**src/rtl/load_writeback.sv**
```systemverilog
// Multicycle RV32I load engine: word-aligned memory read, lane extraction/extension, one-cycle register-file write.
// Optional macro LOAD_WB_MISALIGN_CHECK_EN enables misaligned halfword/word faults.
module load_writeback #(
  parameter int ADDR_W = 32
) (
  input  logic              clk,
  input  logic              rst,
  input  logic              start,
  input  logic [ADDR_W-1:0] addr,
  input  logic [2:0]        funct3,
  input  logic [4:0]        rd_in,
  output logic              busy,
  output logic              mem_req_valid,
  input  logic              mem_req_ready,
  output logic [ADDR_W-1:0] mem_req_addr,
  input  logic              mem_rsp_valid,
  input  logic [31:0]       mem_rsp_data,
  output logic [4:0]        rd,
  output logic [31:0]       write_data,
  output logic              reg_write,
  output logic              done,
  output logic              fault
);

  // Handshake: a request transfers on any rising edge where mem_req_valid and
  // mem_req_ready are both high; valid stays up and mem_req_addr stays stable until then.
  typedef enum logic [1:0] {IDLE, REQ, WAIT, WB} state_t;

  localparam logic [2:0] F3_LB  = 3'b000;
  localparam logic [2:0] F3_LH  = 3'b001;
  localparam logic [2:0] F3_LW  = 3'b010;
  localparam logic [2:0] F3_LBU = 3'b100;
  localparam logic [2:0] F3_LHU = 3'b101;

  state_t      state, state_next;
  logic [2:0]  f3_q;
  logic [1:0]  lane_q;
  logic        legal, misaligned, accept, reject;
  logic [7:0]  byte_v;
  logic [15:0] half_v;
  logic [31:0] formatted;

  always_comb begin
    legal = (funct3 == F3_LB) || (funct3 == F3_LH) || (funct3 == F3_LW) ||
            (funct3 == F3_LBU) || (funct3 == F3_LHU);
`ifdef LOAD_WB_MISALIGN_CHECK_EN
    misaligned = ((funct3 == F3_LH || funct3 == F3_LHU) && addr[0]) ||
                 ((funct3 == F3_LW) && (addr[1:0] != 2'b00));
`else
    misaligned = 1'b0;
`endif
    accept = (state == IDLE) && start && legal && !misaligned;
    reject = (state == IDLE) && start && !(legal && !misaligned);
  end

  // Halfword lane uses only addr[1], so an unchecked odd halfword reads its aligned lane.
  always_comb begin
    byte_v = mem_rsp_data[{lane_q, 3'b000} +: 8];
    half_v = mem_rsp_data[{lane_q[1], 4'b0000} +: 16];
    case (f3_q)
      F3_LB:   formatted = {{24{byte_v[7]}}, byte_v};
      F3_LH:   formatted = {{16{half_v[15]}}, half_v};
      F3_LBU:  formatted = {24'h000000, byte_v};
      F3_LHU:  formatted = {16'h0000, half_v};
      default: formatted = mem_rsp_data;
    endcase
  end

  always_comb begin
    state_next = state;
    case (state)
      IDLE:    if (accept) state_next = REQ;
      REQ:     if (mem_req_ready) state_next = WAIT;
      WAIT:    if (mem_rsp_valid) state_next = WB;
      WB:      state_next = IDLE;
      default: state_next = IDLE;
    endcase
  end

  // Strobes are registered from the next state so every output comes from a flop.
  always_ff @(posedge clk or posedge rst) begin
    if (rst) begin
      state         <= IDLE;
      f3_q          <= 3'b000;
      lane_q        <= 2'b00;
      busy          <= 1'b0;
      mem_req_valid <= 1'b0;
      mem_req_addr  <= '0;
      rd            <= 5'd0;
      write_data    <= 32'd0;
      reg_write     <= 1'b0;
      done          <= 1'b0;
      fault         <= 1'b0;
    end else begin
      state         <= state_next;
      busy          <= (state_next != IDLE);
      mem_req_valid <= (state_next == REQ);
      done          <= (state_next == WB);
      reg_write     <= (state_next == WB) && (rd != 5'd0);
      fault         <= reject;
      if (accept) begin
        f3_q         <= funct3;
        lane_q       <= addr[1:0];
        rd           <= rd_in;
        mem_req_addr <= {addr[ADDR_W-1:2], 2'b00};
      end
      if (state == WAIT && mem_rsp_valid) write_data <= formatted;
    end
  end

endmodule
```
**config.mk**
```make
export PLATFORM = sky130hd
export DESIGN_NAME = load_writeback
export DESIGN_NICKNAME = d
export VERILOG_FILES = /design/src/rtl/load_writeback.sv
export SDC_FILE = /design/constraint.sdc
export NUM_CORES = 1
export LEC_CHECK = 0
export CAP_MARGIN = 20
export CORE_MARGIN = 2
export CORE_UTILIZATION = 35
export CTS_BUF_LIST = sky130_fd_sc_hd__clkbuf_2 sky130_fd_sc_hd__clkbuf_4 sky130_fd_sc_hd__clkbuf_8
export DETAILED_ROUTE_END_ITERATION = 12
export PLACE_DENSITY_LB_ADDON = 0.15
export SYNTH_ARGS = -nofsm -noshare
export SYNTH_HDL_FRONTEND = slang
export SYNTH_SLANG_ARGS = --single-unit
export TNS_END_PERCENT = 5
```
**constraint.sdc**
```tcl
create_clock -name clk -period 2.6 [get_ports clk]
set_clock_uncertainty 0.15 [all_clocks]
set_input_delay 0.65 -clock clk [delete_from_list [all_inputs] [get_ports clk]]
set_output_delay 0.65 -clock clk [all_outputs]
set_load 0.02 [all_outputs]
```
== Word level (Yosys, flattened, before mapping) ==
Index checks and enable logic that the tools add are counted.

* Logic and storage cells: 45
* Output and inout bits: 74
* Flip-flop bits (word level): 79
* Bits of input ports: 77

* Shift-type cells: 2
* Eq/ne operators: 12
* Mux-type cells: 5
* Reduce and logical (&&, ||, !) cells: 15

{| class="wikitable"
|+ Operators by type and width
! cell !! number
|-
| 32-bit one-hot mux with 4 select lines || 1
|-
| 32-bit by 6-bit variable part select with 16-bit output || 1
|-
| 32-bit by 6-bit variable part select with 8-bit output || 1
|-
| 3-bit equality test (second input constant) || 4
|-
| 2-bit one-hot mux with 4 select lines || 1
|-
| 2-bit equality test (second input constant) || 3
|-
| 3-bit by 1-bit equality test with 1-bit output (second input constant) || 2
|-
| 3-bit zero test || 2
|-
| 2-bit 2-to-1 mux || 3
|-
| 1-bit logical AND || 5
|-
| 5-bit nonzero test || 1
|-
| 2-bit by 1-bit equality test with 1-bit output (second input constant) || 2
|-
| 1-bit logical OR || 4
|-
| 3-bit by 2-bit equality test with 1-bit output (second input constant) || 1
|-
| 2-bit zero test || 1
|-
| 2-bit nonzero test || 1
|-
| 1-bit zero test || 1
|}

== Depth between registers and ports, before layout ==
Gate-level depths: netlist (run 1).

* Depth after elaboration: 10
* Depth in mapped cells: 5

== Worst setup path before layout (run 1) ==
Ideal clock, no wire load.

* Kind: input to register
* From: input funct3[0]
* To: register f3_q[0]
* Arrival time: 1,458 ps
* Buffers on the path: 1
* Stages: 4
* Setup time: 125 ps
* Setup slack: 867 ps
* Cell sequence: o21ai_1 > nand3_2 > buf_6 > mux2_2

* Longest elaborated chain between the ends: 6

{| class="wikitable"
|+ Ends and longest elaborated chain
! what !! line !! text
|-
| from (decl) || 10 || <nowiki>input logic [2:0] funct3,</nowiki>
|-
| 3-bit by 1-bit equality test with 1-bit output or 3-bit zero test (tied branches) || 44 || <nowiki>legal = (funct3 == F3_LB) || (funct3 == F3_LH) || (funct3 == F3_LW) ||</nowiki>
|-
| 1-bit logical OR (3 in a row) || 44 ||
|-
| 1-bit logical OR || 45 || <nowiki>(funct3 == F3_LBU) || (funct3 == F3_LHU);</nowiki>
|-
| 1-bit logical AND || 52 || <nowiki>accept = (state == IDLE) && start && legal && !misaligned;</nowiki>
|-
| to (signal assigned) || 102 || <nowiki>f3_q <= funct3;</nowiki>
|-
| to (decl) || 36 || <nowiki>logic [2:0] f3_q;</nowiki>
|}

Several ways; a longest one is shown, not always the timed one.
A chain may end at the register's enable or synchronous reset.

== Worst setup path after layout (run 1) ==
* From: register write_data[15]
* To: output write_data[15]

{| class="wikitable"
|+ RTL lines
! what !! line !! text
|-
| from (decl) || 19 || <nowiki>output logic [31:0] write_data,</nowiki>
|-
| from (signal assigned) || 107 || <nowiki>if (state == WAIT && mem_rsp_valid) write_data <= formatted;</nowiki>
|}

No word-level cell between the ends.

==> results.tsv, run 1 <==
stage	metric	value	unit
outcome	status	finished, final reports clean	
worst_setup_path	critPathKind	flop to output pin	
hold_path	hold_path.class	flop to flop	
grt	grt_usage	0.182	
grt	grt_pass1_wl	15800	µm
placed_design	place.gp.congestion	0.883	
grt	grt_max_degree	45	
yosys	syn_avg_cell_area	12.0	µm²
cts	cts-root-buf	clkbuf_8	
layout	drive_gt1_frac	0.176	
cts	insertion_delay	0.34	ns
yosys	synth_edf_count	0	
cts	clock_path_buffers	2	
yosys	synthArstFlopShare	1.00	
cts	clk_pin_slew_worst_paths	0.09	ns
worst_setup_path	crit_family	buffers and inverters	
power_and_ir_drop	p_total	6.87	mW
worst_setup_path	path_buf_inv	1	
yosys	yosysWarnings	0	
power_and_ir_drop	p_leak	2.25	nW
yosys	synth_seq_cells	79	
placed_design	dp_cells	566	
cts	h-tree-depth	3	
sta	finalSetupTns	0	ns
sta	min_period	2.20	ns
layout	num_antenna_cells	0	
layout	syn_to_final_growth	53.0	%
sta	slew_violations	0	
power_and_ir_drop	p_per_area	1260	nW/µm²
routing	wire_per_inst	17.0	µm
routing	ant_nets	0	
placed_design	post-place-ws	0.0893	ns
routing	vias	2960	
yosys	ys_types	41	
worst_setup_path	critical-path-max-stage-delay	0.65	ns
grt	grt_pass1_vias	2984	
worst_setup_path	cp.arrival	1.40	ns
cts	clock-sinks	79	
die	ios	151	
sta	timing.final.crit_share	0.847	
die	dieArea	11000	µm²
yosys	syn_inst	297	
sta	relSlewSlack	0.482	
placed_design	dpl.hpwl	7300	µm
die	coreArea	9820	µm²
die	num_rows	36	
yosys	syn-cell-area	3560	µm²
layout	nets	521	
sta	setup_slack	0.398	ns
hold_path	min_path_cells	2	
sta	final_hold_viol_count	0	
grt	grt-ovfl-total	0	
yosys	ys_seq_area_frac	0.555	
grt	grt_antenna_before_repair	0	
cts	cts_hold_buf	0	
die	die_x	105	µm
die	fp.dieH	105	µm
sta	rsz0062_at_grt	no	
worst_setup_path	path_cells	clkdlybuf4s50_1	
sta	clock.fmax	454	MHz
routing	routed_wl	9900	µm
power_and_ir_drop	vdd_drop_max	0.000566	V
routing	vias_per_cell	5.09	
worst_setup_path	crit_slowest_cell	clkdlybuf4s50_1	
flow_run	cap_violations	0	
layout	layout_commonest_cell	clkdlybuf4s50_1	
routing	first_pass_iters	4	
sta	setup_viol	0	
die	start_util	0.363	
yosys	synth_flop_cell	dfrtp_1	
worst_setup_path	crit_required	1.80	ns
routing	drt-initial-drc-count	133	
routing	drc	0	
layout	final_core_util	0.555	
worst_setup_path	cp.depth	1	
cts	numCtsBuffers	9	
sta	worst_pin_slew	0.777	ns
cts	cts_tree	built	
cts	post_cts_buffers	0	
cts	postCtsResizedCells	0	
layout	fillers	922	
worst_setup_path	worstSetupStartpointType	flop	
layout	fin_cells	581	
worst_setup_path	r2r_cells	3	
worst_setup_path	cp_max_fo	3	
worst_setup_path	endpoint_kind	output pin	
placed_design	io_buffers	148	
layout	layout_common_cells	clkdlybuf4s50_1, dfrtp_1, mux2_2, nand2_1, nor2_1	
## logic make-up after synthesis
group | after synthesis | synth area share
muxes | 50 | 0.163
buffers and inverters | 25 | 0.0425
other | 1 | 0.00105
and+or+nand+nor | 63 | 0.0882
AOI/OAI and AO/OA | 79 | 0.150
DFF | 79 | 0.555
## area by class of cell
class	instances	area, µm²	share of cell area
clock buffers	9	124	0.0227
clock inverters	6	134	0.0246
inverters	4	18.8	0.00345
multi-input cells	194	1440	0.263
flip-flops and latches	79	1980	0.363
well taps	133	166	0.0306
repair buffers	156	1590	0.292
## power by group
| group | total [mW] | leakage [nW] | switching [mW] | internal (mW) |
|---|---|---|---|---|
| sequential | 2.28 | 0.941 | 0.450 | 1.83 |
| clock | 1.18 | 0.129 | 0.455 | 0.730 |
| combinational | 3.41 | 1.18 | 1.67 | 1.74 |
| total | 6.87 | 2.25 | 2.57 | 4.30 |
## registers in the layout, indices dropped and copies added, names as in the netlist
| signal | count |
|---|---|
| fault | 1 |
| write_data | 32 |
| rd | 5 |
| mem_req_addr | 30 |
| busy | 1 |
| reg_write | 1 |
| f3_q | 3 |
| done | 1 |
| mem_req_valid | 1 |
| lane_q | 2 |
| state | 2 |
## final timing paths
check | start | endpoint | slack (ns)
setup / recovery | write_data[15] | write_data[15] | 0.40
hold / removal | write_data[1] | write_data[1] | 0.33
setup reg to reg | f3_q[1] | write_data[0] | 0.66
hold reg to reg | write_data[1] | write_data[1] | 0.33
max in group asynchronous | rst | write_data[7] | 1.48
min in group asynchronous | rst | mem_req_addr[13] | 0.56
## routing by layer
layer | routed length [µm] | vias up | global-route usage | part of all wire
met5 | 0 | - | 0 | 0
met4 | 165 | 0 | 0.0543 | 0.017
met3 | 832 | 14 | 0.0643 | 0.084
met2 | 4720 | 122 | 0.286 | 0.48
met1 | 4180 | 1446 | 0.236 | 0.42
li1 | - | 1378 | - | -
## synth_stat cells (2+ instances only)
cell / number / area (µm²)
o211ai_1: 2 / 15.0
a22oi_1: 8 / 60.1
mux2_4: 2 / 30.0
o32ai_1: 7 / 61.3
o21ai_0: 10 / 50.1
buf_4: 3 / 22.5
dfrtp_1: 79 / 1980
nand2b_1: 2 / 12.5
clkbuf_1: 6 / 22.5
o22ai_1: 17 / 106
inv_1: 3 / 11.3
buf_6: 5 / 56.3
nor2b_1: 2 / 12.5
nand3_1: 2 / 10.0
nand2_1: 24 / 90.1
buf_2: 6 / 30.0
o31ai_1: 7 / 52.6
a211oi_1: 6 / 45.0
nor2_1: 22 / 82.6
nor3_1: 2 / 10.0
a21oi_1: 17 / 85.1
mux2_2: 46 / 518
## stage by stage
step | cell area [µm²] | hold WS, ns
after floorplan | 3570 | 0.378
after global placement | 5190 | 0.315
after detailed placement | 5190 | 0.317
after CTS | 5450 | 0.334
after global routing | 5450 | 0.358
final | 5450 | 0.331
No activity file was read; power rests on OpenSTA's default activity.
==> inputs of run 2 (changes only) <==
- clock period: 2.6 -> 1.89 ns (I/O delays scaled with it)
==> results.tsv, run 2 (same netlist as run 1, synthesis figures left out) <==
stage	metric	value	unit	change
flow_run	cap_violations	0		unchanged
die	die_x	105	µm	unchanged
sta	timing.final.crit_share	0.909		
routing	first_pass_iters	4		unchanged
worst_setup_path	cp_max_fo	3		unchanged
sta	finalSetupTns	0	ns	unchanged
worst_setup_path	rr_endpoint	write_data[24]		
hold_path	min_path_cells	2		unchanged
placed_design	post-place-ws	-0.180	ns	-0.269 ns
layout	layout_common_cells	dfrtp_1, clkdlybuf4s50_1, dlygate4sd2_1, mux2_2		
sta	setup_slack	0.171	ns	-0.226 ns
worst_setup_path	crit_slowest_cell	dfrtp_1		
power_and_ir_drop	vdd_drop_max	0.000650	V	+15%
hold_path	worstHoldEndpoint	write_data[1]		
sta	final_hold_viol_count	0		unchanged
die	start_util	0.363		unchanged
layout	nets	542		+4.0%
worst_setup_path	endpoint_kind	output pin		
cts	insertion_delay	0.35	ns	about the same
cts	cts_tree	built		
power_and_ir_drop	p_per_area	1580	nW/µm²	+25%
placed_design	io_buffers	148		unchanged
sta	rsz0062_at_grt	no		
worst_setup_path	path_buf_inv	1		unchanged
layout	drive_gt1_frac	0.215		+0.0386
die	coreArea	9820	µm²	unchanged
outcome	status	finished, final reports clean		
cts	post_cts_buffers	0		unchanged
layout	largest_register_ffs	32		unchanged
placed_design	dp_cells	587		+3.7%
sta	slew_violations	0		unchanged
hold_path	hp-start	write_data[1]		
die	num_rows	36		unchanged
grt	grt_antenna_before_repair	0		unchanged
grt	grt_pass1_wl	16100	µm	+2.5%
routing	ant_nets	0		unchanged
worst_setup_path	cp.arrival	1.10	ns	-0.30 ns
cts	h-tree-depth	3		unchanged
placed_design	dpl.hpwl	7740	µm	+5.9%
worst_setup_path	path_cells	dlygate4sd2_1		
power_and_ir_drop	p_total	8.61	mW	+25%
layout	num_antenna_cells	0		unchanged
sta	setup_viol	0		unchanged
cts	clk_pin_slew_worst_paths	0.09	ns	about the same
routing	vias_per_cell	5.06		-0.62%
worst_setup_path	critPathKind	flop to output pin		
worst_setup_path	critical-path-max-stage-delay	0.37	ns	-0.28 ns
worst_setup_path	crit_family	flip-flops		
worst_setup_path	crit_required	1.27	ns	-0.53 ns
layout	syn_to_final_growth	53.0	%	about the same
routing	drc	0		unchanged
worst_setup_path	r2r_slack	0.20	ns	-0.46 ns
cts	numCtsBuffers	9		unchanged
worst_setup_path	worstSetupStartpointType	flop		
layout	layout_commonest_cell	dfrtp_1		
layout	final_core_util	0.555		about the same
layout	fin_area	5450	µm²	about the same
grt	grt_pass1_vias	3159		+5.9%
hold_path	hold_path.class	flop to flop		
worst_setup_path	timing.rr.start	lane_q[1]		
routing	vias	3053		+3.1%
routing	wire_per_inst	16.9	µm	-0.65%
layout	largestRegisters	write_data x32, mem_req_addr x30, rd x5		
cts	clock_path_buffers	2		unchanged
worst_setup_path	r2r_cells	5		+2
sta	clock.fmax	582	MHz	
layout	regMostFlops	write_data		
grt	grt-ovfl-total	0		unchanged
grt	grt_max_degree	36		-20%
routing	routed_wl	10200	µm	+3.1%
die	dieArea	11000	µm²	unchanged
cts	clock-sinks	79		unchanged
placed_design	dpl_cell_area	5360	µm²	+3.3%
grt	grt_usage	0.187		+0.00543
power_and_ir_drop	p_leak	2.44	nW	+8.2%
die	ios	151		unchanged
placed_design	place.gp.congestion	0.891		+0.93%
routing	drt-initial-drc-count	123		-7.5%
layout	fillers	934		+1.3%
die	fp.dieH	105	µm	unchanged
sta	fin_hold_ws	0.337	ns	+0.00584 ns
cts	cts-root-buf	clkbuf_8		
sta	min_period	1.72	ns	
layout	fin_cells	603		+3.8%
-- run 2: cell type report --
cell class              count  area [µm²]  area share
well taps                 133         166      0.0305
clock inverters             5        33.8     0.00620
clock buffers              11         145      0.0266
inverters                   4        18.8     0.00345
repair buffers            177        1670       0.307
flip-flops and latches     79        1980       0.363
multi-input cells         194        1440       0.263
-- run 2: routing by layer --
| layer | vias to the layer above | wire [µm] | GRT usage |
|---|---|---|---|
| met5 | - | 0 | 0 |
| met3 | 20 | 779 | 0.0586 |
| met1 | 1480 | 4210 | 0.224 |
| li1 | 1426 | - | - |
| met2 | 127 | 4980 | 0.310 |
| met4 | 0 | 234 | 0.0819 |
-- run 2: worst max-delay path by stage --
stage	start	to	slack (ns)	cells past startpoint
2_1_floorplan	funct3[0]	f3_q[0]	0.33	4
3_3_place_gp	mem_rsp_data[7]	write_data[12]	-0.15	5
3_5_place_dp	mem_rsp_data[15]	write_data[24]	-0.18	6
4_1_cts	write_data[15]	write_data[15]	0.14	1
5_1_grt	lane_q[1]	write_data[0]	0.11	5
6_report	write_data[15]	write_data[15]	0.17	1
-- run 2: power breakdown --
group | total, mW | leakage (nW) | internal, mW | switching [mW]
combinational | 4.45 | 1.41 | 2.02 | 2.43
sequential | 3.00 | 0.941 | 2.51 | 0.482
clock | 1.16 | 0.0887 | 0.526 | 0.634
total | 8.61 | 2.44 | 5.06 | 3.55
-- run 2: timing repair --
action / CTS / global route
hold buffers: 0 / 0
endpoints found under the setup margin: 72 / 0
resized for setup: 72 / 0
